### src/rtl/seg_pkg.sv
// Shared constants, segment table and helpers for the six-digit seven-segment display back-end.
package seg_pkg;

  localparam int          DATA_W     = 20;
  localparam int          NUM_DIGITS = 6;
  localparam logic [19:0] MAX_VALUE  = 20'd999999;
  localparam logic [7:0]  SEG_OFF    = 8'hFF;
  localparam logic [5:0]  SEL_OFF    = 6'h3F;

  // {dp,g,f,e,d,c,b,a}, active low, dp off
  localparam logic [7:0] SEG_CODE [0:9] = '{
    8'hC0, 8'hF9, 8'hA4, 8'hB0, 8'h99,
    8'h92, 8'h82, 8'hF8, 8'h80, 8'h90
  };

  typedef enum logic [1:0] {
    IDLE  = 2'd0,
    SHIFT = 2'd1,
    LOAD  = 2'd2
  } conv_state_t;

  function automatic logic [19:0] clamp_value(input logic [19:0] value);
    logic [19:0] result;
    if (value > MAX_VALUE) result = MAX_VALUE;
    else                   result = value;
    return result;
  endfunction

  function automatic logic [7:0] seg_encode(input logic [3:0] digit);
    logic [7:0] code;
    if (digit <= 4'd9) code = SEG_CODE[digit];
    else               code = SEG_OFF;
    return code;
  endfunction

  // Bit i set when digit i and everything above it is zero with no decimal point lit
  function automatic logic [5:0] lead_zero_mask(input logic [23:0] bcd, input logic [5:0] pt);
    logic [5:0] mask;
    logic       run;
    run  = 1'b1;
    mask = 6'd0;
    for (int i = NUM_DIGITS - 1; i >= 0; i--) begin
      run     = run && (bcd[4*i +: 4] == 4'd0) && !pt[i];
      mask[i] = run;
    end
    return mask;
  endfunction

endpackage

### src/rtl/bin2bcd_seq.sv
// Sequential shift-add-3 binary to BCD converter; restarts a fresh conversion every 22 cycles.
// bcd carries the accumulator and is complete exactly while bcd_valid is high.
module bin2bcd_seq
  import seg_pkg::*;
(
  input  logic        sys_clk,
  input  logic        sys_rst_n,
  input  logic [19:0] bin,
  output logic [23:0] bcd,
  output logic        bcd_valid
);

  conv_state_t state_r;
  logic [19:0] bin_r;
  logic [23:0] acc_r;
  logic [23:0] adj_s;
  logic [4:0]  cnt_r;
  logic        valid_r;

  // Add 3 to each nibble of 5 or more ahead of the shift
  always_comb begin
    adj_s = acc_r;
    for (int i = 0; i < NUM_DIGITS; i++) begin
      if (acc_r[4*i +: 4] >= 4'd5) adj_s[4*i +: 4] = acc_r[4*i +: 4] + 4'd3;
      else                         adj_s[4*i +: 4] = acc_r[4*i +: 4];
    end
  end

  // Conversion sequencer: capture, 20 shifts, publish
  always_ff @(posedge sys_clk or negedge sys_rst_n) begin
    if (!sys_rst_n) begin
      state_r <= IDLE;
      bin_r   <= 20'd0;
      acc_r   <= 24'd0;
      cnt_r   <= 5'd0;
      valid_r <= 1'b0;
    end else begin
      case (state_r)
        IDLE: begin
          bin_r   <= clamp_value(bin);
          acc_r   <= 24'd0;
          cnt_r   <= 5'd0;
          valid_r <= 1'b0;
          state_r <= SHIFT;
        end
        SHIFT: begin
          {acc_r, bin_r} <= {adj_s[22:0], bin_r, 1'b0};
          if (cnt_r == 5'd19) begin
            cnt_r   <= 5'd0;
            valid_r <= 1'b1;
            state_r <= LOAD;
          end else begin
            cnt_r   <= cnt_r + 5'd1;
            valid_r <= 1'b0;
          end
        end
        LOAD: begin
          valid_r <= 1'b0;
          state_r <= IDLE;
        end
        default: begin
          valid_r <= 1'b0;
          state_r <= IDLE;
        end
      endcase
    end
  end

  assign bcd       = acc_r;
  assign bcd_valid = valid_r;

endmodule

### src/rtl/seg_led_driver.sv
// Six-digit common-anode display driver: BCD conversion, digit scan, leading-zero blanking
// and segment encode, with registered seg_sel/seg_led.
module seg_led_driver
  import seg_pkg::*;
#(
  parameter logic [15:0] CLK_DIV = 16'd50000
)
(
  input  logic        sys_clk,
  input  logic        sys_rst_n,
  input  logic [19:0] data,
  input  logic [5:0]  point,
  input  logic        en,
  output logic [5:0]  seg_sel,
  output logic [7:0]  seg_led
);

  logic [23:0] bcd_s;
  logic        bcd_valid_s;
  logic [23:0] disp_bcd_r;
  logic [15:0] div_r;
  logic [2:0]  digit_r;
  logic        tick_s;
  logic [5:0]  lz_s;
  logic [3:0]  digit_val_s;
  logic [7:0]  code_s;
  logic        blank_s;
  logic [5:0]  sel_nxt_s;
  logic [7:0]  led_nxt_s;

  bin2bcd_seq u_conv (
    .sys_clk   (sys_clk),
    .sys_rst_n (sys_rst_n),
    .bin       (data),
    .bcd       (bcd_s),
    .bcd_valid (bcd_valid_s)
  );

  assign tick_s = (div_r == CLK_DIV - 16'd1);

  // Whole-value update of the displayed digits, only from a finished conversion
  always_ff @(posedge sys_clk or negedge sys_rst_n) begin
    if (!sys_rst_n)       disp_bcd_r <= 24'd0;
    else if (bcd_valid_s) disp_bcd_r <= bcd_s;
    else                  disp_bcd_r <= disp_bcd_r;
  end

  // Scan slot divider and digit index
  always_ff @(posedge sys_clk or negedge sys_rst_n) begin
    if (!sys_rst_n) begin
      div_r   <= 16'd0;
      digit_r <= 3'd0;
    end else if (tick_s) begin
      div_r <= 16'd0;
      if (digit_r == 3'd5) digit_r <= 3'd0;
      else                 digit_r <= digit_r + 3'd1;
    end else begin
      div_r   <= div_r + 16'd1;
      digit_r <= digit_r;
    end
  end

  // Next segment/select pattern for the current digit
  always_comb begin
    lz_s        = lead_zero_mask(disp_bcd_r, point);
    digit_val_s = disp_bcd_r[{digit_r, 2'b00} +: 4];
    code_s      = seg_encode(digit_val_s);
    blank_s     = (digit_r != 3'd0) && lz_s[digit_r];
    if (!en) begin
      sel_nxt_s = SEL_OFF;
      led_nxt_s = SEG_OFF;
    end else if (blank_s) begin
      sel_nxt_s = ~(6'd1 << digit_r);
      led_nxt_s = SEG_OFF;
    end else begin
      sel_nxt_s = ~(6'd1 << digit_r);
      led_nxt_s = {~point[digit_r], code_s[6:0]};
    end
  end

  // Registered display outputs
  always_ff @(posedge sys_clk or negedge sys_rst_n) begin
    if (!sys_rst_n) begin
      seg_sel <= SEL_OFF;
      seg_led <= SEG_OFF;
    end else begin
      seg_sel <= sel_nxt_s;
      seg_led <= led_nxt_s;
    end
  end

endmodule
### config.mk
export PLATFORM = sky130hd
export DESIGN_NAME = seg_led_driver
export DESIGN_NICKNAME = d
export VERILOG_FILES = /design/src/rtl/seg_pkg.sv /design/src/rtl/bin2bcd_seq.sv /design/src/rtl/seg_led_driver.sv
export SDC_FILE = /design/constraint.sdc
export NUM_CORES = 1
export LEC_CHECK = 0
export CAP_MARGIN = 40
export CORE_AREA = 2 2 139 87
export CTS_BUF_LIST = sky130_fd_sc_hd__clkbuf_2
export DETAILED_ROUTE_END_ITERATION = 8
export DIE_AREA = 0 0 141 89
export GPL_TIMING_DRIVEN = 0
export MAX_ROUTING_LAYER = met4
export PLACE_DENSITY = 0.69
export SLEW_MARGIN = 30
export SYNTH_ARGS = -nofsm -noshare
export SYNTH_HDL_FRONTEND = slang
export SYNTH_HIERARCHICAL = 1
export SYNTH_SLANG_ARGS = --single-unit
### constraint.sdc
create_clock -name sys_clk -period 4 [get_ports sys_clk]
set_input_delay 0.8 -clock sys_clk [delete_from_list [all_inputs] [get_ports sys_clk]]
set_output_delay 0.8 -clock sys_clk [all_outputs]
set_load 0.02 [all_outputs]
Yosys cells after proc, flatten, opt, wreduce, memory -nomap -nowiden
Memories as Yosys holds them, arrays and structs flattened. Index checks and enable logic that the tools add are counted.

Register bits after elaboration: 109. Word-level logic and storage cells: 94. Memories kept: 1. Output and inout port bits: 14. Input port bits: 29. ROM bits: 128.

Memory list: (no name shown) (words 16, width 8, rd ports 1, clocked after Yosys merged registers in 0, write ports 0, RTL line seg_pkg.sv:31) `if (digit <= 4'd9) code = SEG_CODE[digit];`.

$add $sub $neg: 9. Multiplexer cells: 27. Magnitude comparators: 10. Bitwise gates (word level): 3. Shift-type cells: 2. Equality and inequality tests: 5. Reductions and logical operators: 27.

Operator list (count): case mux 24 bit (2 select lines) (1); case mux 20 bit (2 select lines) (1); greater-or-equal comparator 4 x 3 -> 1 bit (second input constant) (6); zero test 4 bit (6); indexed part select 24 x 6 -> 4 bit (1); two-way mux 7 bit (3); adder 4 x 2 -> 4 bit (second input constant) (5); greater-than comparator 20 bit (second input constant) (1); two-way mux 20 bit (1); two-way mux 4 bit (5); adder 16 x 1 -> 16 bit (second input constant) (1); equality test 16 bit (second input constant) (1); two-way mux 16 bit (1); two-way mux 8 bit (2); logical AND 1 bit (12); case mux 5 bit (2 select lines) (1); binary-select mux 1 bit (select 3 bit) (2); zero test 1 bit (6); two-way mux 3 bit (2); two-way mux 6 bit (1); NOT 6 bit (1); left shift 1 x 3 -> 6 bit (first input constant) (1); adder 5 x 1 -> 5 bit (second input constant) (1); equality test 5 bit (second input constant) (1); 17 further kinds (20).

Logic depth before layout (Yosys ltp)
Gate-level depths: netlist of run 1.

Depth after elaboration: 17. Gate-level depth with buffers: 10.

Modules after synthesis
Netlist of run 1, hierarchy kept.

By module, submodules not included: bin2bcd_seq (cells each 278, instances 1, area each 2742.6 um^2, seq. area each 1301.2 um^2); seg_led_driver (cells each 224, instances 1, area each 2730.1 um^2, seq. area each 1443.9 um^2).

Worst setup path after synthesis of run 1
OpenSTA, ideal clock, no wires.

Path type: flip-flop to flip-flop. Start: register digit_r[0]. End: register seg_led[0]. Clock period less this slack: 2262 ps. Path slack: 1738 ps. Cell stages (with the launch flop): 9. Buffers on the path: 2. Data arrival time: 2170 ps. Cells stage by stage: dfrtp_1 -> buf_6 -> clkbuf_1 -> mux2_1 -> a22oi_1 -> ha_1 -> o21bai_4 -> a221oi_4 -> o21ai_1.

Word-level cells in the longest chain between the ends: 8.

Ends and longest elaborated chain: from (decl) (RTL line seg_led_driver.sv:22) `logic [2:0] digit_r;`; from (signal assigned) (RTL line seg_led_driver.sv:56) `else digit_r <= digit_r + 3'd1;`; from (signal assigned) (RTL line seg_led_driver.sv:59) `digit_r <= digit_r;`; indexed part select 24 x 6 -> 4 bit (RTL line seg_led_driver.sv:66) `digit_val_s = disp_bcd_r[{digit_r, 2'b00} +: 4];`; NOT 4 -> 5 bit (not written as such) (RTL line seg_pkg.sv:31); memory (16 x 8 bit); two-way mux 7 bit (not written as such) (2 in a row) (RTL line seg_pkg.sv:31); two-way mux 7 bit (RTL line seg_pkg.sv:31); two-way mux 8 bit * (RTL line seg_led_driver.sv:72) `end else if (blank_s) begin`; two-way mux 8 bit * (RTL line seg_led_driver.sv:69) `if (!en) begin`; named net led_nxt_s[0] (RTL line seg_led_driver.sv:29) `logic [7:0] led_nxt_s;`; to (signal assigned) (RTL line seg_led_driver.sv:88) `seg_led <= led_nxt_s;`; to (decl) (RTL line seg_led_driver.sv:15) `output logic [7:0] seg_led`.

Mark *: on every way through the listed nets, which the timed path passes. The rest lies on a longest branch. The select of a mux whose other input is x is not followed. A chain may end at the register's enable or synchronous reset.

Worst setup path in the final report of run 1
Start: register digit_r[0]. End: register seg_led[3].

The elaborated chain is that of the path after synthesis.

==> results of run 1 <==
## layout make-up
| class | instances | share of cell area |
|---|---|---|
| Clock buffer | 10 | 0.00807 |
| Clock inverter | 5 | 0.00666 |
| Sequential cell | 109 | 0.443 |
| Buffer | 20 | 0.0153 |
| Timing Repair Buffer | 44 | 0.0740 |
| Inverter | 23 | 0.0139 |
| Multi-Input combinational cell | 350 | 0.410 |
| Tap cell | 144 | 0.0290 |
## state kept, by name (all words and copies together), names as in the netlist
register / cells
u_conv/bcd_valid: 1
seg_sel: 6
div_r: 16
disp_bcd_r: 24
seg_led: 8
digit_r: 3
u_conv/state_r: 2
u_conv/cnt_r: 5
u_conv/bcd: 24
u_conv/bin_r: 20
## critical path: cells and delay by family (launching register included)
| family | cells | cell delay (ns) |
|---|---|---|
| multiplexers | 1 | 0.37 |
| flip-flops | 1 | 0.41 |
| adder cells (fa/ha/maj) | 1 | 0.32 |
| AO/OA/AOI/OAI | 4 | 0.95 |
| buffers and inverters | 2 | 0.58 |
## final timing paths
path | start | endpoint | slack (ns) | cells past startpoint
max | digit_r[0] | seg_led[3] | 1.32 | 8
min | div_r[0] | div_r[0] | 0.51 | 1
max reg2reg | digit_r[0] | seg_led[3] | 1.32 | 8
min reg2reg | div_r[0] | div_r[0] | 0.51 | 1
max in group asynchronous | sys_rst_n | u_conv/bcd[1] | 2.70 | 3
min in group asynchronous | sys_rst_n | u_conv/bcd[22] | 0.61 | 2
## metrics by stage
step	setup TNS (ns)	hold WS, ns	area (um^2)	worst slack, ns
finish	0	0.510	6200	1.32
global route	0	0.523	6200	1.13
CTS	0	0.0120	6190	1.33
detailed placement	0	0.469	6100	1.38
global placement	-194.44	0.459	6070	-1.96
floorplan	0	0.446	5470	1.74
## cells in the mapped netlist (all sizes together), types with 3 or more instances
master / number
dfrtp: 95
nand2: 49
o21ai: 36
nor2: 31
mux2: 30
inv: 22
ha: 20
a21oi: 17
nand3: 17
dfstp: 14
a31oi: 13
xor2: 13
clkbuf: 11
nand2b: 10
buf: 9
xnor2: 9
mux2i: 8
nor3: 8
a22o: 7
and2: 7
nor3b: 7
o22ai: 7
mux4: 5
o32ai: 5
a21o: 4
a22oi: 4
nand4: 4
nor4: 4
o221ai: 4
a221o: 3
nor2b: 3
or4: 3
## routing by layer
layer	share of wire	wire, um
met5	0	0
met4	0.0089	104
met3	0.044	509
met2	0.42	4950
met1	0.52	6120
## kinds of logic after synthesis
family                     after synthesis  share of synthesized area
AOI/OAI and AO/OA                      114                      0.147
xor gates and xnor gates                22                     0.0352
adders and majority gates               20                     0.0457
buffers and inverters                   43                     0.0331
DFF                                    109                      0.502
muxes                                   43                     0.0969
and+or+nand+nor                        151                      0.140
## power breakdown
part,switching (mW),internal [mW],leakage [nW]
clock,0.375,0.0896,0.0607
sequential,0.0789,1.24,1.38
combinational,0.233,0.235,1.31
total,0.686,1.56,2.75
==> impl_summary.txt, run 1 <==
----------------------------------------------------
[Floorplan]
  Full die area ... 12500 um^2
  Initial cell density of the core ... 0.491
  Width of the die ... about 140 um
  Core box area ... 11100 um^2
  Die Y ... 89 um
  Total number of placement rows ... 30
  Io pins ... 43

[Synth]
  Total nets after synthesis ... 551
  Top area cells in the synthesized netlist ... sky130_fd_sc_hd__dfrtp_1 43%, sky130_fd_sc_hd__dfstp_2 6.7%, sky130_fd_sc_hd__mux2_1 4.7%
  Number of enable flip-flop cells after synthesis ... 0
  Gate Count Post-Synth ... 502
  Primary FF master, synth ... sky130_fd_sc_hd__dfrtp_1
  Syn Area/Cell ... 10.9 um^2
  Yosys top cell by area ... sky130_fd_sc_hd__dfrtp_1
  Fraction of synthesized cell area taken by the top area cell type ... 0.434
  Part of the Yosys area used for sequential elements ... 0.502
  Flip-flop and latch count after synthesis ... approximately 110
  Netlist Area Pre-Place ... 5470 um^2
  Fraction of registers with async set/reset ... 1.00
  Ys Warns ... 6
  Yosys cell types ... 64

[Detailed routing]
  Iteration-0 DRC count of the detailed router ... between 300 and 400
  Antenna-violating nets left ... 0
  DRC errors left ... 0
  Vias post-DR ... 4055
  Total Wirelength ... around 12 mm
  Routed via count divided by cell count ... 5.75
  Routed length per placed instance ... 16.6 um
  First-pass iteration count of the detailed router ... 4

[Critical path]
  Critical Path Source Type ... flip-flop
  Slowest cell delay on critical path ... 0.43 ns
  Critical Path Slowest Stage Cell ... sky130_fd_sc_hd__clkbuf_1
  Critical path data arrival time ... 3.23 ns
  Maximum fanout count along the critical path ... 10
  Path type of the worst setup path ... reg2reg
  Setup crit end kind ... flip-flop
  Critical path, cell by cell ... buf_6 > clkbuf_1 > mux2_1 > a22oi_1 > ha_1 > o21bai_4 > a221oi_4 > o21ai_1
  Req. time, crit path ... 4.56 ns

[Placed design]
  DPL Wire Length ... 8.48 mm
  DP Cell Count ... 689
  Port Buf Inserts ... 42
  Global placement routability congestion ... between 0.8 and 0.9

[Global route]
  GRT Residual Overflow ... 0
  Antenna violations before repair ... 0
  Most Crowded Layer GR ... met1
  Largest net degree at the start of global routing ... 73
  Met1 track demand over resource in global routing ... 0.308
  Routing usage on met2 ... 0.279
  Number of global-route vias before repair ... 3809
  Routing usage on met3 ... 0.0466
  Global-route wire length before repair ... 19.4 mm
  GRT Overall Usage ... 0.204

[Pwr]
  P_leak ... 2.75 nW
  Worst IR drop on VDD ... 0.000174 V
  Power density over cell area ... 362 nW/um^2
  Total design power ... ~2.2 mW

[Clock tree]
  Max H-tree Level ... 3
  Clock-pin slew of the registers on the worst-case setup and hold paths ... 0.30 ns
  Quantity of hold-fixing buffers added after cts ... 0
  Num CTS Buffers ... 9
  Clock Sink Count ... between 100 and 150
  Maximum root-to-sink buffer count ... 2
  Buffer cell driving the clock tree root ... sky130_fd_sc_hd__clkbuf_2
  Clock tree from TritonCTS ... built
  Total setup buffers inserted after CTS ... 0
  Insertion delay to the later sink of the worst-skew pair ... 0.60 ns
  # resized after CTS ... 0

[Timing]
  Setup violation total in the final timing report ... 0
  Setup Skew ... 0.0370 ns
  Setup repair after global routing missed its margin ... false
  Post-route fraction of the period consumed by the critical path ... 0.669
  Final Hold Viols ... 0
  Max Clk Rate ... 374 MHz
  Min Tclk post-route ... about 2.7 ns
  Final Slew Violations ... 0
  Least-Margin Pin Slew ... 0.727 ns
  Relative slew slack ... 0.512

[Status]
  Status ... finished clean

[Final layout]
  Proportion of layout cells with a drive suffix above 1 ... 0.121
  End-of-flow core utilization ... 0.556
  Number of filler instances in the final layout ... 950
  Most common cell after layout, fill and taps aside ... sky130_fd_sc_hd__dfrtp_1
  Post-route non-filler standard cell count ... 705
  Commonest non-fill, non-tap cells in the layout ... 95 x sky130_fd_sc_hd__dfrtp_1, 49 x sky130_fd_sc_hd__nand2_1, 41 x sky130_fd_sc_hd__clkdlybuf4s50_1, 30 x sky130_fd_sc_hd__o21ai_0, 29 x sky130_fd_sc_hd__nor2_1
  N_diodes ... 0
  Final net count ... 606
  Area of the multi-input gates ... 2550 um^2
  Seq. cell area ... 2750 um^2
  Synthesis-to-layout area growth ... 13.4%

[Run]
  Max-cap violation count ... 0

[Min path]
  Min-Delay Path Class ... reg2reg

----------------------------------------------------
Power figures use the tool's default switching activity.
==> run 2: changes to the inputs <==
clock period = 2.8 ns   (was 4 ns; I/O delays follow)
==> run 2 against run 1 <==
Net effect:
- die area unchanged
- clock power up 43%
- via count about the same
- routed wire length about the same
- critical endpoint unchanged
- largest cell class unchanged
- highest routed layer unchanged
==> impl_summary.txt, run 2 (same netlist as run 1, synthesis figures left out) <==
----------------------------------------------------
[Status]
  Status ... finished clean (unchanged)

[Global route]
  Antenna violations before repair ... 0 (unchanged)
  GRT Residual Overflow ... 0 (unchanged)
  GRT Overall Usage ... 0.204 (unchanged)
  Number of global-route vias before repair ... 3809 (unchanged)
  Largest net degree at the start of global routing ... 73 (unchanged)
  Global-route wire length before repair ... 19.4 mm (unchanged)

[Pwr]
  Design internal power ... 2.23 mW (was 1.56 mW)
  Seq pwr share ... 0.585 (about the same)
  Clock share of power ... 0.207 (about the same)
  Worst IR drop on VDD ... 0.000251 V (was 0.000174 V)
  Total design power ... 3.21 mW (was 2.25 mW)
  Power density over cell area ... 518 nW/um^2 (was 362 nW/um^2)
  Sw frac ... 0.306 (was 0.305)
  Switching Power ... 984 uW (was 686 uW)
  Combinational share of power ... 0.208 (about the same)
  P_leak ... 2.75 nW (about the same)

[Detailed routing]
  DRC errors left ... 0 (unchanged)
  Routed length per placed instance ... 16.6 um (about the same)
  Iteration-0 DRC count of the detailed router ... 337 (was 328)
  First-pass iteration count of the detailed router ... 4 (unchanged)
  Antenna-violating nets left ... 0 (unchanged)
  Total Wirelength ... 11.7 mm (about the same)
  Vias post-DR ... 4057 (was 4055)
  Routed via count divided by cell count ... 5.75 (about the same)

[Floorplan]
  Initial cell density of the core ... 0.491 (unchanged)
  Core box area ... 11100 um^2 (unchanged)
  Full die area ... 12500 um^2 (unchanged)
  Die Y ... 89 um (unchanged)
  Total number of placement rows ... 30 (unchanged)
  Io pins ... 43 (unchanged)
  Width of the die ... 141 um (unchanged)

[Timing]
  Setup violation total in the final timing report ... 0 (unchanged)
  Min Tclk post-route ... 2.58 ns (was 2.68 ns)
  Accumulated negative setup slack ... 0 ns (unchanged)
  Setup Skew ... 0.0375 ns (was 0.0370 ns)
  Post-route fraction of the period consumed by the critical path ... 0.922 (was 0.669)
  Relative slew slack ... 0.528 (was 0.512)
  Setup repair after global routing missed its margin ... false (unchanged)
  Worst hold slack ... 0.376 ns (was 0.510 ns)
  Max Clk Rate ... 387 MHz (was 374 MHz)
  Final Slew Violations ... 0 (unchanged)
  Least-Margin Pin Slew ... 0.703 ns (was 0.727 ns)
  Final Hold Viols ... 0 (unchanged)

[Clock tree]
  Clock tree from TritonCTS ... built (unchanged)
  Buffer cell driving the clock tree root ... sky130_fd_sc_hd__clkbuf_2 (unchanged)
  Num CTS Buffers ... 9 (unchanged)
  Insertion delay to the later sink of the worst-skew pair ... 0.60 ns (about the same)
  Maximum root-to-sink buffer count ... 2 (unchanged)
  Clock-pin slew of the registers on the worst-case setup and hold paths ... 0.30 ns (about the same)
  Clock Sink Count ... 109 (unchanged)
  Total setup buffers inserted after CTS ... 0 (unchanged)
  Max H-tree Level ... 3 (unchanged)

[Critical path]
  Maximum fanout count along the critical path ... 10 (unchanged)
  Critical path, cell by cell ... clkbuf_1 > mux4_2 > a22oi_1 > ha_1 > o21bai_4 > a221oi_4 > o21ai_1 (was buf_6 > clkbuf_1 > mux2_1 > a22oi_1 > ha_1 > o21bai_4 > a221oi_4 > o21ai_1)
  Path type of the worst setup path ... reg2reg (unchanged)
  Critical Path Slowest Stage Cell ... sky130_fd_sc_hd__dfrtp_1 (was sky130_fd_sc_hd__clkbuf_1)
  Critical path data arrival time ... 3.14 ns (was 3.23 ns)
  Setup crit end kind ... flip-flop (unchanged)
  Slowest cell delay on critical path ... 0.42 ns (was 0.43 ns)
  Req. time, crit path ... 3.35 ns (was 4.56 ns)
  Critical Path Source Type ... flip-flop (unchanged)

[Final layout]
  Most common cell after layout, fill and taps aside ... sky130_fd_sc_hd__dfrtp_1 (unchanged)
  Proportion of layout cells with a drive suffix above 1 ... 0.125 (was 0.121)
  Synthesis-to-layout area growth ... 13.4% (about the same)
  Final net count ... 606 (unchanged)
  Commonest non-fill, non-tap cells in the layout ... 95 x sky130_fd_sc_hd__dfrtp_1, 49 x sky130_fd_sc_hd__nand2_1, 41 x sky130_fd_sc_hd__clkdlybuf4s50_1, 30 x sky130_fd_sc_hd__o21ai_0, 29 x sky130_fd_sc_hd__nor2_1 (unchanged)
  N_diodes ... 0 (unchanged)

[Min path]
  Min-Delay Path Class ... in2async (was reg2reg)

[Placed design]
  Global placement routability congestion ... 0.840 (unchanged)
  Port Buf Inserts ... 42 (unchanged)
  DPL Wire Length ... 8.48 mm (unchanged)

[Run]
  Max-cap violation count ... 0 (unchanged)

----------------------------------------------------
run 2: cell counts in the layout (fill, tap and decap cells not counted):
No cell type changed its count.
run 2: stage by stage:
step                instance area [um^2]   util  worst slack (ns)  cells
floorplan                           5470      -             0.538    502
global placement                    6070  0.545             -2.92    688
detailed placement                  6100  0.547             0.183    689
CTS                                 6200  0.556             0.133    705
global route                        6210  0.557            0.0200    705
finish                              6210  0.557             0.219    705
run 2: worst max-delay path, delay by kind of cell (launching register included):
family	cells	cell delay, ns
compound gates	4	1.00
flops	1	0.42
mux	1	0.41
buf+inv	1	0.38
fa+ha+maj	1	0.32
run 2: area by class of cell:
type                       instances  area [um^2]
fill                             949         4940
clock inverter                     5         41.3
multi-input combinational        350         2550
inverter                          23         86.3
buffer                            20         96.3
clock buffer                      10         50.0
sequential                       109         2750
timing repair buffer              44          459
tap                              144          180
run 2: layer usage:
metal | global-route usage | share of wire | wire [um]
met5 | - | 0 | 0
met4 | 0.0464 | 0.0089 | 104
met3 | 0.0466 | 0.046 | 532
met2 | 0.279 | 0.42 | 4940
met1 | 0.308 | 0.52 | 6110
run 2: power groups by stage:
stage,clock network (mW),logic (mW),registers [mW]
after CTS,0.693,0.673,1.88
after global placement,0,0.648,1.90
final,0.665,0.670,1.88
after global routing,0.757,0.729,1.89
after detailed placement,0,0.667,1.90
after floorplan,0,0.372,1.92
run 2: final timing paths:
path | start | endpoint | slack, ns | cells after the start
setup / recovery | digit_r[1] | seg_led[3] | 0.22 | 7
hold / removal | sys_rst_n | u_conv/bcd[22] | 0.38 | 2
setup reg to reg | digit_r[1] | seg_led[3] | 0.22 | 7
hold reg to reg | div_r[0] | div_r[0] | 0.51 | 1
max in group asynchronous | sys_rst_n | u_conv/bcd[1] | 1.74 | 3
min in group sys_clk | div_r[0] | div_r[0] | 0.51 | 1
run 2: repair_timing:
action | in CTS | in global routing
hold buffers | 1 | 0
hold endpoints to repair | 23 | 0
setup endpoints to repair | 0 | 6
resized for setup | 0 | 3
==> run 3: changes to the inputs <==
REMOVE_ABC_BUFFERS = 1   (was unset)
==> run 3 against run 2 <==
Net effect:
- count of clock-buffer cells in the layout shrank 1
- clock power is essentially flat
- power is essentially flat
==> impl_summary.txt, run 3 (same netlist as run 1, synthesis figures left out) <==
----------------------------------------------------
[Status]
  Status ... finished clean (unchanged)

[Timing]
  Relative slew slack ... 0.497 (was 0.528)
  Setup violation total in the final timing report ... 0 (unchanged)
  Max Clk Rate ... 387 MHz (about the same)
  Final Slew Violations ... 0 (unchanged)
  Min Tclk post-route ... 2.59 ns (was 2.58 ns)
  Accumulated negative setup slack ... 0 ns (unchanged)
  Post-route fraction of the period consumed by the critical path ... 0.924 (was 0.922)
  Setup Skew ... 0.0466 ns (was 0.0375 ns)
  Least-Margin Pin Slew ... 0.752 ns (was 0.703 ns)
  Setup repair after global routing missed its margin ... false (unchanged)
  Final critical-path setup slack ... 0.213 ns (was 0.219 ns)
  Final Hold Viols ... 0 (unchanged)

[Clock tree]
  Num CTS Buffers ... 9 (unchanged)
  Buffer cell driving the clock tree root ... sky130_fd_sc_hd__clkbuf_2 (unchanged)
  Clock-pin slew of the registers on the worst-case setup and hold paths ... 0.32 ns (was 0.30 ns)
  Clock Sink Count ... 109 (unchanged)
  Total setup buffers inserted after CTS ... 0 (unchanged)
  Maximum root-to-sink buffer count ... 2 (unchanged)
  Insertion delay to the later sink of the worst-skew pair ... 0.61 ns (was 0.60 ns)
  Clock tree from TritonCTS ... built (unchanged)
  Max H-tree Level ... 3 (unchanged)

[Floorplan]
  Io pins ... 43 (unchanged)
  Core box area ... 11100 um^2 (unchanged)
  Die Y ... 89 um (unchanged)
  Total number of placement rows ... 30 (unchanged)
  Initial cell density of the core ... 0.491 (unchanged)
  Width of the die ... 141 um (unchanged)
  Full die area ... 12500 um^2 (unchanged)

[Critical path]
  Maximum fanout count along the critical path ... 18 (was 10)
  Crit. Startpoint ... digit_r[0] (was digit_r[1])
  Critical path's top delay family ... compound AO/OA/AOI/OAI gates (unchanged)
  Setup crit end kind ... flip-flop (unchanged)
  Critical Path Slowest Stage Cell ... sky130_fd_sc_hd__dfrtp_4 (was sky130_fd_sc_hd__dfrtp_1)
  Critical path data arrival time ... 3.12 ns (was 3.14 ns)
  Critical Path Source Type ... flip-flop (unchanged)
  Buffers plus inverters on the worst setup path ... 0 (was 1)
  Path type of the worst setup path ... reg2reg (unchanged)
  Req. time, crit path ... 3.33 ns (was 3.35 ns)
  Critical path, cell by cell ... mux4_2 > a22oi_1 > ha_1 > o21bai_4 > a221oi_4 > o21ai_1 (was clkbuf_1 > mux4_2 > a22oi_1 > ha_1 > o21bai_4 > a221oi_4 > o21ai_1)
  Worst flop-to-flop path startpoint ... digit_r[0] (was digit_r[1])
  Slowest cell delay on critical path ... 0.65 ns (was 0.42 ns)

[Final layout]
  End-of-flow core utilization ... 0.554 (was 0.557)
  Seq. cell area ... 2750 um^2 (about the same)
  Number of filler instances in the final layout ... 933 (was 949)
  Commonest non-fill, non-tap cells in the layout ... 93 x sky130_fd_sc_hd__dfrtp_1, 49 x sky130_fd_sc_hd__nand2_1, 41 x sky130_fd_sc_hd__clkdlybuf4s50_1, 30 x sky130_fd_sc_hd__o21ai_0, 29 x sky130_fd_sc_hd__nor2_1 (was 95 x sky130_fd_sc_hd__dfrtp_1, 49 x sky130_fd_sc_hd__nand2_1, 41 x sky130_fd_sc_hd__clkdlybuf4s50_1, 30 x sky130_fd_sc_hd__o21ai_0, 29 x sky130_fd_sc_hd__nor2_1)
  Synthesis-to-layout area growth ... 12.9% (was 13.4%)
  Most common cell after layout, fill and taps aside ... sky130_fd_sc_hd__dfrtp_1 (unchanged)
  Final net count ... 589 (was 606)
  Post-route non-filler standard cell count ... 690 (was 705)
  Area of the multi-input gates ... 2560 um^2 (was 2550 um^2)
  Proportion of layout cells with a drive suffix above 1 ... 0.119 (was 0.125)

[Global route]
  Number of global-route vias before repair ... 3849 (was 3809)
  GRT Residual Overflow ... 0 (unchanged)
  Antenna violations before repair ... 1 (was 0)
  Largest net degree at the start of global routing ... 57 (was 73)
  GRT Overall Usage ... 0.199 (was 0.204)
  Global-route wire length before repair ... 19.1 mm (was 19.4 mm)

[Placed design]
  DP Cell Count ... 672 (was 689)
  DPL Wire Length ... 7.99 mm (was 8.48 mm)
  Post-placement setup slack ... -0.0534 ns (was 0.183 ns)
  Port Buf Inserts ... 42 (unchanged)
  Global placement routability congestion ... 0.848 (was 0.840)

[Detailed routing]
  Iteration-0 DRC count of the detailed router ... 260 (was 337)
  Total Wirelength ... 11.2 mm (was 11.7 mm)
  Antenna-violating nets left ... 0 (unchanged)
  Vias post-DR ... 3907 (was 4057)
  Routed via count divided by cell count ... 5.66 (was 5.75)
  First-pass iteration count of the detailed router ... 4 (unchanged)
  DRC errors left ... 0 (unchanged)
  Routed length per placed instance ... 16.3 um (was 16.6 um)

[Pwr]
  Total design power ... 3.22 mW (was 3.21 mW)
  Worst IR drop on VDD ... 0.000207 V (was 0.000251 V)
  Power density over cell area ... 520 nW/um^2 (was 518 nW/um^2)
  P_leak ... 2.71 nW (was 2.75 nW)

[Min path]
  Min-Delay Path Class ... in2async (unchanged)

[Run]
  Max-cap violation count ... 0 (unchanged)

----------------------------------------------------
[run 3: changes by cell type in the layout (fill, tap and decap cells not counted), sizes merged]
cell      previous run  this run
clkinvlp             1         0
clkbuf              21         9
diode                0         1
buf                 11         5
clkinv               2         5
[run 3: power breakdown]
group          internal (mW)  switching (mW)  total (mW)
sequential              1.77           0.116        1.88
clock                  0.133           0.531       0.664
combinational          0.339           0.331       0.670
[run 3: what timing repair did]
item / in CTS / in global routing
endpoints found under the setup margin: 6 / 6
hold endpoints to repair: 48 / 0
gates resized for setup: 1 / 2
hold buffers: 1 / 0
[run 3: worst paths after layout]
path,slack [ns],cells after the start,to
min in group sys_clk,0.50,1,div_r[0]
max reg2reg,0.21,6,seg_led[0]
min reg2reg,0.50,1,div_r[0]
max in group asynchronous,1.65,3,seg_led[0]
min,0.42,2,u_conv/cnt_r[1]
max,0.21,6,seg_led[0]
[run 3: per-layer routing]
| layer | share of wire | up-vias | routed length [um] | track usage |
|---|---|---|---|---|
| met4 | 0.0086 | 0 | 96 | 0.0509 |
| met3 | 0.037 | 6 | 420 | 0.0391 |
| met2 | 0.45 | 67 | 5040 | 0.302 |
| li1 | - | 1887 | - | - |
| met1 | 0.50 | 1947 | 5660 | 0.277 |
| met5 | 0 | - | 0 | - |
[run 3: per-stage QoR]
stage | hold slack, ns | instance area, um^2
4_1_cts | 0.383 | 6170
5_1_grt | 0.359 | 6180
6_report | 0.415 | 6180
3_3_place_gp | 0.459 | 5980
2_1_floorplan | 0.264 | 5380
3_5_place_dp | 0.466 | 6060
[run 3: cell type report]
cell class,count,area share
diodes,1,0.000405
clock buffers,9,0.00729
clock inverters,7,0.00911
inverters,23,0.0140
multi-input cells,350,0.414
flip-flops and latches,109,0.445
well taps,144,0.0292
repair buffers,47,0.0812
